==> config.mk <==
export PLATFORM = sky130hd
export DESIGN_NAME = param_bubblesort
export DESIGN_NICKNAME = d
export VERILOG_FILES = /design/src/rtl/param_bubblesort.sv
export SDC_FILE = /design/constraint.sdc
export NUM_CORES = 1
export LEC_CHECK = 0
export ABC_CLOCK_PERIOD_IN_PS = 3700
export CAP_MARGIN = 25
export CELL_PAD_IN_SITES_DETAIL_PLACEMENT = 1
export CELL_PAD_IN_SITES_GLOBAL_PLACEMENT = 2
export CORE_AREA = 4 4 173 217
export CTS_CLUSTER_DIAMETER = 60
export CTS_CLUSTER_SIZE = 20
export DETAILED_ROUTE_END_ITERATION = 6
export DIE_AREA = 0 0 177 221
export PLACE_DENSITY_LB_ADDON = 0.1
export SLEW_MARGIN = 20
export SYNTH_ARGS = -nofsm -noshare
export SYNTH_HDL_FRONTEND = slang
export SYNTH_SLANG_ARGS = --single-unit
==> constraint.sdc <==
create_clock -name CLK -period 3.7 [get_ports CLK]
set_input_delay 0.555 -clock CLK [delete_from_list [all_inputs] [get_ports CLK]]
set_output_delay 0.555 -clock CLK [all_outputs]
set_load 0.01 [all_outputs]
==> src/rtl/param_bubblesort.sv <==
// -----------------------------------------------------------------------------
// param_bubblesort
//
// Batch sorter. Loads DEPTH elements, sorts them with an odd-even transposition
// network (one pass per cycle, DEPTH passes), then drains them in sorted order.
// The sort direction is latched from mode_descend on the first put of a batch.
//
// Handshake: a put is accepted on a rising CLK edge exactly when EN_put=1 and
// RDY_put=1 in the cycle before that edge. A get is accepted the same way when
// EN_get=1 and RDY_get=1. A strobe seen while its ready is low is ignored and
// has no side effects. get carries the head element only while RDY_get=1 and
// is 0 otherwise.
//
// Ports:
//   CLK          in   1      sole clock, all state updates on posedge
//   RST_N        in   1      synchronous reset, active HIGH despite the name
//   put_x        in   WIDTH  element to load
//   EN_put       in   1      put strobe
//   RDY_put      out  1      put is accepted this cycle if EN_put
//   mode_descend in   1      sort order, captured on the first put of a batch
//   EN_get       in   1      get strobe
//   get          out  WIDTH  current head element (0 when RDY_get=0)
//   RDY_get      out  1      get is valid and accepted this cycle if EN_get
//   count        out  7      number of elements currently held
//   o_dbg_state  out  2      FSM state: 0=LOAD, 1=SORT, 2=DRAIN
// -----------------------------------------------------------------------------
module param_bubblesort #(
    parameter int WIDTH  = 32,
    parameter int DEPTH  = 5,
    parameter int SIGNED = 1
) (
    input  logic             CLK,
    input  logic             RST_N,
    input  logic [WIDTH-1:0] put_x,
    input  logic             EN_put,
    output logic             RDY_put,
    input  logic             mode_descend,
    input  logic             EN_get,
    output logic [WIDTH-1:0] get,
    output logic             RDY_get,
    output logic [6:0]       count,
    output logic [1:0]       o_dbg_state
);

    typedef enum logic [1:0] {
        ST_LOAD  = 2'd0,
        ST_SORT  = 2'd1,
        ST_DRAIN = 2'd2
    } state_t;

    // Pass counter only has to reach DEPTH-1.
    localparam int PW = (DEPTH > 1) ? $clog2(DEPTH) : 1;

    state_t           r_state;
    state_t           w_next_state;
    logic [WIDTH-1:0] r_slot [DEPTH];
    logic [WIDTH-1:0] w_sorted [DEPTH];
    logic [6:0]       r_count;
    logic             r_desc;
    logic [PW-1:0]    r_pass;
    logic             w_put_fire;
    logic             w_get_fire;
    logic             w_last_pass;

    // True when the pair (a, b) sitting in slots (i, i+1) must be exchanged.
    // Equal elements never swap, which keeps the sort stable for ties.
    function automatic logic out_of_order(input logic [WIDTH-1:0] a,
                                          input logic [WIDTH-1:0] b,
                                          input logic             desc);
        logic res;
        if (SIGNED != 0) begin
            res = desc ? ($signed(b) > $signed(a)) : ($signed(a) > $signed(b));
        end else begin
            res = desc ? (b > a) : (a > b);
        end
        return res;
    endfunction

    assign w_put_fire  = EN_put && (r_state == ST_LOAD) && !RST_N;
    assign w_get_fire  = EN_get && (r_state == ST_DRAIN) && !RST_N;
    assign w_last_pass = (r_pass == PW'(DEPTH - 1));

    // Next-state and handshake outputs.
    always_comb begin
        w_next_state = r_state;
        RDY_put      = 1'b0;
        RDY_get      = 1'b0;
        get          = '0;
        case (r_state)
            ST_LOAD: begin
                RDY_put = 1'b1;
                if (EN_put && (r_count == 7'(DEPTH - 1))) begin
                    w_next_state = ST_SORT;
                end
            end
            ST_SORT: begin
                if (w_last_pass) begin
                    w_next_state = ST_DRAIN;
                end
            end
            ST_DRAIN: begin
                RDY_get = 1'b1;
                get     = r_slot[0];
                if (EN_get && (r_count == 7'd1)) begin
                    w_next_state = ST_LOAD;
                end
            end
            default: begin
                w_next_state = ST_LOAD;
            end
        endcase
        // Reset overrides the outputs in the reset cycle itself, so the
        // visible interface already looks like an empty LOAD state.
        if (RST_N) begin
            w_next_state = ST_LOAD;
            RDY_put      = 1'b1;
            RDY_get      = 1'b0;
            get          = '0;
        end
    end

    // One odd-even transposition pass. Even passes pair (0,1),(2,3)...,
    // odd passes pair (1,2),(3,4)...; the pairs of a pass are disjoint, so
    // all of them read the registered slots and update in parallel.
    always_comb begin
        for (int i = 0; i < DEPTH; i++) begin
            w_sorted[i] = r_slot[i];
        end
        for (int i = 0; i < DEPTH - 1; i++) begin
            if (((i % 2) == 1) == r_pass[0]) begin
                if (out_of_order(r_slot[i], r_slot[i+1], r_desc)) begin
                    w_sorted[i]   = r_slot[i+1];
                    w_sorted[i+1] = r_slot[i];
                end
            end
        end
    end

    always_ff @(posedge CLK) begin
        if (RST_N) begin
            r_state <= ST_LOAD;
            r_count <= '0;
            r_desc  <= 1'b0;
            r_pass  <= '0;
            for (int i = 0; i < DEPTH; i++) begin
                r_slot[i] <= '0;
            end
        end else begin
            r_state <= w_next_state;
            case (r_state)
                ST_LOAD: begin
                    r_pass <= '0;
                    if (w_put_fire) begin
                        for (int i = 0; i < DEPTH; i++) begin
                            if (r_count == 7'(i)) begin
                                r_slot[i] <= put_x;
                            end
                        end
                        if (r_count == 7'd0) begin
                            r_desc <= mode_descend;
                        end
                        r_count <= r_count + 7'd1;
                    end
                end
                ST_SORT: begin
                    for (int i = 0; i < DEPTH; i++) begin
                        r_slot[i] <= w_sorted[i];
                    end
                    r_pass <= w_last_pass ? '0 : r_pass + PW'(1);
                end
                ST_DRAIN: begin
                    if (w_get_fire) begin
                        for (int i = 0; i < DEPTH - 1; i++) begin
                            r_slot[i] <= r_slot[i+1];
                        end
                        r_slot[DEPTH-1] <= '0;
                        r_count         <= r_count - 7'd1;
                    end
                end
                default: begin
                    r_count <= '0;
                end
            endcase
        end
    end

    assign count       = r_count;
    assign o_dbg_state = r_state;

endmodule
==> metrics.md <==
| Metric | Value |
|---|---|
| Status | `completed` |
| Pins over their slew limit | `0` |
| Max IR drop VDD | `0.000282 V` |
| Die Height | `221 microns` |
| Final period util | `95.1%` |
| Drt pass-1 iters | `5` |
| Hpwl dp | `30900 microns` |
| Clk Latency, worst-skew pair | `0.46 ns` |
| Clock root buffer | `clkbuf_16` |
| Maximum clock rate | `0.284 GHz` |
| Crit Path Class | `flip-flop to flip-flop` |
| Setup_tns | `0 ns` |
| Sequential Power Share | `44.9%` |
| Number of gates resized after CTS | `0` |
| Core Region | `0.0354 sq mm` |
| DRT antenna net count | `0` |
| CP Cell Sequence | `inv_1 > ha_1 > a21oi_2 > o21ai_1 > a221o_1 > o31a_1 > or4_4 > and3_4 > nor3_4 > buf_4 > o21ai_2` |
| Largest net degree at the start of global routing | `33` |
| Comb pwr share | `18.6%` |
| Leading area contributor after synthesis | `edfxtp_1` |
| Final setup vio count | `0` |
| WL final | `40800 microns` |
| Grt ovf | `0` |
| First-pass GRT wire length | `62900 microns` |
| Ys async rst share | `0%` |
| CTS tree | `done` |
| CTS Buf Count | `17` |
| R2R Path Start | `r_slot[0][39]$_DFFE_PP_` |
| DR DRC count | `0` |
| Crit Path Max Fanout | `15` |
| Main flop type after synthesis | `edfxtp_1` |
| P_sw | `1.54 mW` |
| Setup Buffers After CTS | `0` |
| Fillers | `4002` |
| Synthesized area | `0.0123 sq mm` |
| Num rows | `77` |
| Peak per-stage delay on the critical path | `0.53 ns` |
| RSZ-0062 raised after global routing | `false` |
| Yosys cell types | `66` |
| Syn Area/Cell | `9.75 sq um` |
| Initial Util | `34.7%` |
| R2R Path End | `r_slot[0][23]$_DFFE_PP_` |
| CP Buf/Inv Count | `2` |
| Hold_sp | `count[5]$_SDFFE_PP0P_` |
| Hold WC Path Type | `flip-flop to flip-flop` |
| Bufs on Longest Clock Path | `2` |
| CP Launch Type | `flip-flop` |
| Int Pwr | `3.84 mW` |
| Clock sinks | `173` |
| Vias | `10.0k` |
| Slowest cell on crit path | `or4_4` |
| YS warnings | `0` |
| Worst hold slack | `0.535 ns` |
| Initial detailed-routing violation count | `556` |
| FF-to-FF setup slack | `0.18 ns` |
| Port bufs | `79` |
| Final hold violations | `0` |
| Crit path time final | `3.52 ns` |
| Pwr dens | `365 mW/mm^2` |
| Final GP Congestion | `0.812` |
| Syn Inst Count | `1257` |
| Slew headroom | `61.0%` |
| Vias per inst | `5.39` |
| Layout cell share with drive strength beyond 1 | `11.0%` |
| Vias in the first global route | `10.7k` |
| Largest delay contributor family on the critical path | `compound AO/OA/AOI/OAI gates` |
| CTS Hold Bufs | `0` |
| Clock share of power | `36.6%` |
| Seq/Total Area, Yosys | `41.3%` |
| Nets | `1548` |
| Crit end category | `flip-flop` |
| CP Data Arrival Time | `3.71 ns` |
| CP startpoint | `r_slot[0][39]$_DFFE_PP_` |
| R2r worst-path depth | `11` |
| Lkg Pwr | `6.26 nW` |
| Antenna cells | `0` |
| Switching share of power | `28.6%` |
| Number of synthesized register bits | `173` |
| Number of flops mapped to enable cells by yosys | `160` |
| Finished Core Util | `41.7%` |
| Die W | `177 microns` |
| All-Layer GR Usage | `21.0%` |
| Max-Cap Viols | `0` |
| Mapped Nets | `1429` |
| Hold Path Depth | `2` |
| Worst Hold End | `count[5]$_SDFFE_PP0P_` |
| Ports | `80` |
| Die area | `0.0391 sq mm` |
| Clk slew on worst S/H paths | `0.07 ns` |
| Synth top area share | `39.2%` |
| Worst Clk Skew | `0.0143 ns` |
| Largest cells by area after synthesis | `edfxtp_1, ha_1, nand2_1` |
| H-tree levels | `4` |
| Wire per inst | `21.9 microns` |
| Initial antenna violation count | `0` |
| Area grow syn2layout | `20.2%` |
| Worst slew pin tran | `0.582 ns` |
| Critical path data required time | `3.89 ns` |
## cell families (layout without fill, tap and decap cells)
family | count (synthesis) | count (layout) | share of synthesized area [%]
flip-flops | 173 | 173 | 41.3
AND/OR/NAND/NOR | 351 | 351 | 13.8
adder cells (fa/ha/maj) | 135 | 135 | 13.8
XOR/XNOR | 1 | 1 | 0.0715
multiplexers | 66 | 66 | 5.40
buffers and inverters | 197 | 329 | 6.51
AO/OA/AOI/OAI | 334 | 334 | 19.2
## flip-flops by register name (all words and copies together), names as in the netlist
register and count:
count 7, o_dbg_state 2, r_desc 1, r_pass 3, r_slot 160
## stage by stage
step,area (sq um),worst slack [ns],std cells,power [mW]
after global routing,14700,0.0104,1863,5.64
final,14700,0.182,1863,5.38
after CTS,14700,0.152,1863,5.45
after global placement,14100,0.202,1831,3.44
after floorplan,12300,0.169,1257,3.04
after detailed placement,14100,0.180,1831,3.47
## worst register-to-register path, delay by kind of cell, from the launching register on
family	cells	cell delay (ns)
fa+ha+maj	1	0.28
compound gates	5	1.04
flops	1	0.43
buf+inv	2	0.51
simple gates	3	0.99
## final cells by class
cell class | instances | area, sq um | area share, %
timing repair buffer | 156 | 1510 | 10.2
sequential | 173 | 5060 | 34.4
multi-input combinational | 887 | 6430 | 43.6
clock inverter | 13 | 173 | 1.17
tap | 474 | 593 | 4.03
clock buffer | 19 | 433 | 2.94
inverter | 141 | 529 | 3.59
## power by group through the flow
stage | clock (mW) | sequential [mW] | combinational [mW]
detailed placement | 0 | 2.46 | 1.01
finish | 1.97 | 2.41 | 0.997
global placement | 0 | 2.45 | 0.992
floorplan | 0 | 2.41 | 0.625
CTS | 2.02 | 2.41 | 1.02
global route | 2.09 | 2.43 | 1.12
## layer usage
| layer | track usage, % | up-vias | wire (microns) |
|---|---|---|---|
| li1 | - | 4860 | - |
| met1 | 26.2 | 5014 | 17600 |
| met2 | 37.9 | 126 | 21500 |
| met3 | 2.78 | 37 | 929 |
| met4 | 5.52 | 0 | 711 |
| met5 | 0 | - | 0 |
## cells in the mapped netlist (4+ instances only)
master,n
buf_2,20
o21ai_1,10
nand2_1,178
and2_1,37
mux2i_1,65
nor3_1,15
ha_1,135
a21oi_1,55
inv_1,141
or3_1,6
a221oi_1,4
o21ai_0,44
o21ai_2,30
nand4_1,26
o221ai_1,32
edfxtp_1,160
buf_6,4
nand3_1,16
o21a_1,8
nand2b_1,6
a211oi_1,5
nor2_1,33
nor2b_1,5
dfxtp_1,13
nor4_1,6
clkbuf_1,28
a21o_1,14
o211ai_1,67
a21boi_0,34
## layout by cell type, fill, tap and decap left out, types with 4 or more instances in the layout
master / Yosys / final
nor2_1: 33 / 32
o221ai_1: 32 / 32
a21boi_0: 34 / 34
ha_1: 135 / 135
o21ai_2: 30 / 30
a21o_1: 14 / 14
o21ai_0: 44 / 44
clkbuf_16: 0 / 17
mux2i_1: 65 / 65
o21a_1: 8 / 8
bufinv_16: 0 / 4
a211oi_1: 5 / 5
nand2b_1: 6 / 6
and2_1: 37 / 37
buf_4: 0 / 66
edfxtp_1: 160 / 160
clkinv_1: 0 / 4
nor4_1: 6 / 6
nand4_1: 26 / 26
or3_1: 6 / 5
nor2b_1: 5 / 5
nor3_1: 15 / 14
a221oi_1: 4 / 4
buf_12: 0 / 11
nand2_1: 178 / 178
o21ai_1: 10 / 10
inv_1: 141 / 141
clkdlybuf4s50_1: 0 / 79
o211ai_1: 67 / 67
dfxtp_1: 13 / 13
a21oi_1: 55 / 55
nand3_1: 16 / 15
## worst max-delay path by stage
stage / cells past startpoint / slack [ns] / to
floorplan: 12 / 0.17 / r_slot[0][0]$_DFFE_PP_
global placement: 11 / 0.20 / r_slot[0][18]$_DFFE_PP_
detailed placement: 11 / 0.18 / r_slot[0][27]$_DFFE_PP_
CTS: 11 / 0.15 / r_slot[0][23]$_DFFE_PP_
global route: 12 / 0.01 / r_slot[0][23]$_DFFE_PP_
finish: 11 / 0.18 / r_slot[0][23]$_DFFE_PP_
No activity file was read; power rests on OpenSTA's default activity.
